[src/rtl/mealy_seq_detector_if.sv]
// Sample/strobe bundle between a serial bit source and the sequence detector.
// The master drives the sample stream; the slave (detector) returns strobes and status.
interface mealy_seq_detector_if #(
    parameter int CNT_W = 8
);
    logic             en;
    logic             x_in;
    logic             clear;
    logic             y_out;
    logic             y_reg;
    logic             armed;
    logic [CNT_W-1:0] match_count;

    modport master (
        output en, x_in, clear,
        input  y_out, y_reg, armed, match_count
    );

    modport slave (
        input  en, x_in, clear,
        output y_out, y_reg, armed, match_count
    );
endinterface

[src/rtl/mealy_seq_detector.sv]
// Parametrised Mealy serial pattern detector with overlap control, a registered strobe
// copy, synchronous clear and a saturating match counter.
module mealy_seq_detector #(
    parameter int                 PAT_LEN = 4,
    parameter logic [PAT_LEN-1:0] PATTERN = 4'b1101,
    parameter bit                 OVERLAP = 1'b1,
    parameter int                 CNT_W   = 8
) (
    input  logic clock,
    input  logic reset,
    mealy_seq_detector_if.slave bus
);
    localparam int HW = PAT_LEN - 1;
    localparam int FW = $clog2(PAT_LEN);
    localparam logic [FW-1:0] FILL_MAX = FW'(HW);

    typedef enum logic [1:0] {
        EMPTY   = 2'd0,
        PARTIAL = 2'd1,
        ARMED   = 2'd2
    } fill_state_t;

    fill_state_t      state;
    logic [HW-1:0]    hist;
    logic [FW-1:0]    fill;
    logic             y_reg_q;
    logic [CNT_W-1:0] count_q;

    logic             match;
    logic [HW-1:0]    hist_shift;
    logic [FW-1:0]    fill_inc;

    // A one-bit history simply becomes the newest sample; wider ones shift left.
    generate
        if (HW == 1) begin : g_hist_one
            assign hist_shift = bus.x_in;
        end else begin : g_hist_wide
            assign hist_shift = {hist[HW-2:0], bus.x_in};
        end
    endgenerate

    assign fill_inc = (fill == FILL_MAX) ? fill : fill + 1'b1;
    assign match    = bus.en & ~bus.clear & (state == ARMED)
                      & ({hist, bus.x_in} == PATTERN);

    function automatic fill_state_t state_of(input logic [FW-1:0] f);
        if (f == '0)
            return EMPTY;
        else if (f == FILL_MAX)
            return ARMED;
        else
            return PARTIAL;
    endfunction

    always_ff @(posedge clock or negedge reset) begin
        if (!reset) begin
            state   <= EMPTY;
            hist    <= '0;
            fill    <= '0;
            y_reg_q <= 1'b0;
            count_q <= '0;
        end else if (bus.clear) begin
            state   <= EMPTY;
            hist    <= '0;
            fill    <= '0;
            y_reg_q <= 1'b0;
            count_q <= '0;
        end else begin
            y_reg_q <= match;
            if (match && count_q != '1)
                count_q <= count_q + 1'b1;
            if (bus.en) begin
                hist <= hist_shift;
                // Non-overlapping mode restarts collection from scratch after every hit.
                if (match && !OVERLAP) begin
                    fill  <= '0;
                    state <= EMPTY;
                end else begin
                    fill  <= fill_inc;
                    state <= state_of(fill_inc);
                end
            end
        end
    end

    assign bus.y_out       = match;
    assign bus.y_reg       = y_reg_q;
    assign bus.armed       = (state == ARMED);
    assign bus.match_count = count_q;
endmodule

[src/flat_wrapper.sv]
// flat-port wrapper written by rule: the top's interface ports become plain ports
module mealy_seq_detector_flat 
#(
    parameter int                 PAT_LEN = 4,
    parameter logic [PAT_LEN-1:0] PATTERN = 4'b1101,
    parameter bit                 OVERLAP = 1'b1,
    parameter int                 CNT_W   = 8
)
  (clock, reset, bus_en, bus_x_in, bus_clear, bus_y_out, bus_y_reg, bus_armed, bus_match_count);
  mealy_seq_detector_if #(.CNT_W(CNT_W)) bus_i ();
  input  logic clock;
  input  logic reset;
  input wire logic [$bits(bus_i.en)-1:0] bus_en;
  input wire logic [$bits(bus_i.x_in)-1:0] bus_x_in;
  input wire logic [$bits(bus_i.clear)-1:0] bus_clear;
  output wire logic [$bits(bus_i.y_out)-1:0] bus_y_out;
  output wire logic [$bits(bus_i.y_reg)-1:0] bus_y_reg;
  output wire logic [$bits(bus_i.armed)-1:0] bus_armed;
  output wire logic [$bits(bus_i.match_count)-1:0] bus_match_count;
  assign bus_i.en = bus_en;
  assign bus_i.x_in = bus_x_in;
  assign bus_i.clear = bus_clear;
  assign bus_y_out = bus_i.y_out;
  assign bus_y_reg = bus_i.y_reg;
  assign bus_armed = bus_i.armed;
  assign bus_match_count = bus_i.match_count;
  mealy_seq_detector #(.PAT_LEN(PAT_LEN), .PATTERN(PATTERN), .OVERLAP(OVERLAP), .CNT_W(CNT_W)) u_core (.clock(clock), .reset(reset), .bus(bus_i));
endmodule
[config.mk]
export PLATFORM = sky130hd
export DESIGN_NAME = mealy_seq_detector_flat
export DESIGN_NICKNAME = d
export VERILOG_FILES = /design/src/rtl/mealy_seq_detector_if.sv /design/src/rtl/mealy_seq_detector.sv /design/src/flat_wrapper.sv
export SDC_FILE = /design/constraint.sdc
export NUM_CORES = 1
export LEC_CHECK = 0
export CAP_MARGIN = 20
export CORE_MARGIN = 4
export CORE_UTILIZATION = 50
export DETAILED_ROUTE_END_ITERATION = 8
export GPL_TIMING_DRIVEN = 0
export PLACE_DENSITY = 0.79
export REMOVE_ABC_BUFFERS = 1
export SYNTH_ARGS = -nofsm -noshare
export SYNTH_HDL_FRONTEND = slang
export SYNTH_SLANG_ARGS = --single-unit
export TNS_END_PERCENT = 10
[constraint.sdc]
create_clock -name clock -period 2.8 [get_ports clock]
set_input_delay 0.42 -clock clock [delete_from_list [all_inputs] [get_ports clock]]
set_output_delay 0.42 -clock clock [all_outputs]
set_load 0.005 [all_outputs]
== Yosys cells after proc, flatten, opt, wreduce, memory -nomap -nowiden ==
Index checks and enable logic that the tools add are counted.
Storage, ports and cells
  input port bits: 5
  output and inout port bits: 11
  logic and storage cells: 32
  register bits after elaboration: 16
Cells by class
  reduce and logical (&&, ||, !) cells: 4
  bitwise operators: 4
  add/subtract/negate cells: 2
  multiplexer cells: 12
  eq/ne operators: 5
Operator list (number)
  $mux 8: 2
  $mux 2: 7
  $add 8x1->8 const B: 1
  $ne 8x8->1 const B: 1
  $eq 2x2->1 const B: 3
  $mux 3: 2
  $eq 4x4->1 const B: 1
  $reduce_bool 2->1: 2
  $and 1x1->1: 3
  $add 2x1->2 const B: 1
  $logic_not 2->1: 1
  $logic_and 1x1->1: 1
  $mux 1: 1
  $not 1->1: 1

== Longest topological paths before layout ==
  depth in word-level cells: 7
  depth in mapped cells: 6
  mapped depth without buffers: 5

== Least setup slack after synthesis ==
Ideal clock, no wire load.
  kind: input -> register
  start point: in bus_en
  end point: reg u_core.count_q[7], in the netlist u_core.bus.match_count[7]
  buffers on the path: 2
  setup time: 140 ps
  required time: 2660 ps
  path slack: 1202 ps
  stages on the path: 6
  arrival: 1459 ps
  cells stage by stage: buf_6 and4b_4 o211ai_4 buf_2 o311ai_0 o41ai_1
Between the ends
  cells in the longest elaborated chain, start to end: 5
RTL lines
  start, declared: RTL line flat_wrapper.sv:13  | input wire logic [$bits(bus_i.en)-1:0] bus_en;
  $and 1x1->1 (2 in a row): RTL line mealy_seq_detector.sv:43  | assign match = bus.en & ~bus.clear & (state == ARMED)
  $and 1x1->1: RTL line mealy_seq_detector.sv:44  | & ({hist, bus.x_in} == PATTERN);
  $logic_and 1x1->1: RTL line mealy_seq_detector.sv:70  | if (match && count_q != '1)
  $reduce_bool 2->1 (no line)
  end signal, assigned: RTL line mealy_seq_detector.sv:71  | count_q <= count_q + 1'b1;
  end, declared: RTL line mealy_seq_detector.sv:27  | logic [CNT_W-1:0] count_q;
No other way between the ends.
A chain may end at the register's enable or synchronous reset.

== Worst setup path in the final report ==
  start point: in bus_clear
  end point: out bus_y_out
Between the ends
  cells in the longest elaborated chain, start to end: 4
RTL lines
  start, declared: RTL line flat_wrapper.sv:15  | input wire logic [$bits(bus_i.clear)-1:0] bus_clear;
  $not 1->1: RTL line mealy_seq_detector.sv:43
  $and 1x1->1 (2 in a row): RTL line mealy_seq_detector.sv:43
  $and 1x1->1: RTL line mealy_seq_detector.sv:44
  end, declared: RTL line flat_wrapper.sv:16  | output wire logic [$bits(bus_i.y_out)-1:0] bus_y_out;
No other way between the ends.

==> results.py <==
metrics = {
    "run_status": {
        "outcome": "finished clean",
    },
    "cells_and_area": {
        "syn_to_final_growth_pct": 21.9,
        "nFillCells": 127,
        "drive_gt1_share_pct": 8.05,
        "regArea_um2": 400,
        "design_area_um2": 962,
        "antenna_cells": 0,
        "multiInputGateArea_um2": 362,
        "fin_nets": 96,
        "final_cells": 103,
        "largest_reg_flops": 8,
    },
    "synthesis": {
        "syn_inst": 72,
        "syn_area_um2": 790,
        "seq_area_frac_synth_pct": 50.7,
        "ys_ff_latch": 16,
        "yosysUniqueCellTypes": 28,
        "ys.warnings.count": 0,
        "syn_area_per_cell_um2": 11.0,
    },
    "placement": {
        "place_hpwl_um": 1040,
        "place_ws_ns": 0.186,
        "gp_congestion": 0.745,
        "place_inst": 100,
        "portBuffers": 15,
        "dpl-instance-area_um2": 940,
    },
    "global_routing": {
        "antenna_found_initial": 0,
        "grt_pass1_wl_um": 2570,
        "busiest_layer": "met2",
        "grtUsageMet2_pct": 25.1,
        "grtUsageTotal_pct": 16.1,
        "grt_pass1_vias": 586,
        "grt_max_degree": 17,
        "grt_overflow": 0,
        "use_met3_pct": 3.38,
        "use_met1_pct": 22.0,
    },
    "worst_hold_path": {
        "hold_depth": 2,
        "whs_endpoint": "u_core.fill[1]",
        "hp-start": "u_core.fill[1]",
        "hold_class": "reg2reg",
    },
    "floorplan": {
        "rows": 14,
        "io_pins": 16,
        "dieArea_um2": 2280,
        "coreArea_um2": 1510,
        "fp.dieH_um": 47.7,
        "start_util_pct": 52.4,
        "die_w_um": 47.7,
    },
    "worst_setup_path": {
        "arrival_ns": 2.17,
        "crit_path_end_kind": "output pin",
        "reg2reg_to": "u_core.bus.match_count[5]",
        "r2r-start": "u_core.bus.match_count[0]",
        "path_depth": 4,
        "r2r_slack_ns": 1.09,
        "cp_max_fo": 14,
        "path_cells": "clkdlybuf4s50_1, and4bb_2, and2_1, clkdlybuf4s50_1",
        "crit_type": "in2out",
        "crit_required_ns": 2.38,
        "crit_slowest_cell": "clkdlybuf4s50_1",
        "reg2reg_depth": 5,
        "crit_family": "buffers and inverters",
        "start_kind": "input pin",
        "cpMostUsedCell": "clkdlybuf4s50_1",
        "max_stage_delay_ns": 0.66,
        "path_buf_inv": 2,
    },
    "power": {
        "leakage_nw": 0.419,
        "power_density_nw_per_um2": 403,
        "peakVddDrop_mv": 0.253,
    },
    "timing": {
        "finalCritPeriodShare_pct": 92.5,
        "timing.hold.ws_ns": 0.505,
        "rsz0062_at_grt": "no",
        "layout_setup_ws_ns": 0.210,
        "slew_viol_final": 0,
        "slew_headroom_pct": 51.8,
        "totalNegativeSetupSlack_ns": 0,
        "period_needed_ns": 2.59,
        "worstMarginPinSlew_ns": 0.720,
        "setup_viol": 0,
        "hold_viol": 0,
        "clock_skew_ns": 0.00237,
        "max_freq_mhz": 386,
    },
    "cts": {
        "htreeDepth": 1,
        "cts.sinks": 16,
        "cts-root-buf": "clkbuf_4",
        "cts_tree": "yes",
        "cts_buffers": 3,
        "post_cts_buffers": 0,
        "cts_resized": 0,
        "clock_latency_ns": 0.27,
        "hold_buffers": 0,
        "clock_path_buffers": 2,
        "clk_pin_slew_ns": 0.08,
    },
    "routing": {
        "drc": 0,
        "drt-pass1-iter-count": 3,
        "drtIter0Drc": 10,
        "viasPerCell": 5.64,
        "antenna_left": 0,
        "wirelength_um": 1430,
        "vias": 581,
        "wl_per_cell_um": 13.8,
    },
    "run": {
        "maxCapViolations": 0,
    },
}
==> kinds of logic after synthesis <==
logic type               share of synthesized area [%]
flip-flops                                        50.7
AND/OR/NAND/NOR                                   19.8
XOR/XNOR                                          1.11
AO/OA/AOI/OAI                                     11.6
buffers and inverters                             3.49
adder cells (fa/ha/maj)                           3.17
multiplexers                                      10.1
==> cells in the mapped netlist, drive strengths merged <==
cell type   n  area share, %
or2         1           0.79
inv         2           0.95
or3         2            1.6
dfrtp      16             51
a21oi       4            2.5
o311ai      1            1.1
xor2        1            1.1
ha          2            3.2
and4        1            1.1
o21ai       2            1.3
mux2i       8             10
nand2       3            1.4
and4bb      1            1.6
nor2       10            4.8
o31ai       2            1.9
o211ai      2            3.6
nand4       1           0.79
o41ai       1            1.1
and2        2            1.6
nand3       3            1.9
nand2b      1           0.79
and4b       1            1.7
or4         1           0.95
nor2b       1           0.79
buf         2            2.1
clkbuf      1           0.47
==> worst reg2reg max path, stage by stage (launching register included) <==
cell and delay (ns):
dfrtp_1 0.43, ha_1 0.25, nand3_1 0.15, o211ai_4 0.16, or4_1 0.50, a21oi_1 0.15
==> area by class of cell <==
class                      count  area share, %
clock buffer                   3           2.34
inverter                       2          0.780
multi-input combinational     51           37.6
sequential                    16           41.6
tap                           16           2.08
timing repair buffer          15           15.6
==> layout by cell type, fill, tap and decap left out, types with 3 or more instances in the layout <==
cell	instances
clkdlybuf4s50_1	15
nand2_1	3
mux2i_1	8
nand3_1	3
dfrtp_1	16
a21oi_1	4
clkbuf_4	3
nor2_1	10
==> where the power goes <==
| group | internal, mW | total [mW] | switching [mW] |
|---|---|---|---|
| logic | 0.0171 | 0.0348 | 0.0176 |
| registers | 0.237 | 0.242 | 0.00464 |
| clock network | 0.0497 | 0.111 | 0.0612 |
| total | 0.304 | 0.388 | 0.0835 |
==> worst max-delay path by stage <==
| stage | start | endpoint | slack, ns |
|---|---|---|---|
| floorplan | u_core.bus.match_count[0] | u_core.bus.match_count[5] | 1.21 |
| CTS | bus_clear | bus_y_out | 0.18 |
| detailed placement | bus_clear | bus_y_out | 0.19 |
| global route | bus_clear | bus_y_out | 0.11 |
| global placement | bus_clear | bus_y_out | 0.18 |
| finish | bus_clear | bus_y_out | 0.21 |
==> stage by stage <==
step                total power, mW  utilization (%)
floorplan                     0.262                -
global placement              0.281             62.4
detailed placement            0.282             62.4
CTS                           0.393             63.9
global route                  0.410             63.9
finish                        0.388             63.9
==> layer usage <==
layer	vias up	share of wire [%]
li1	289	-
met1	275	47
met2	13	46
met3	4	5.5
met4	0	1.5
met5	-	0
(Power assumes the default switching activity.)
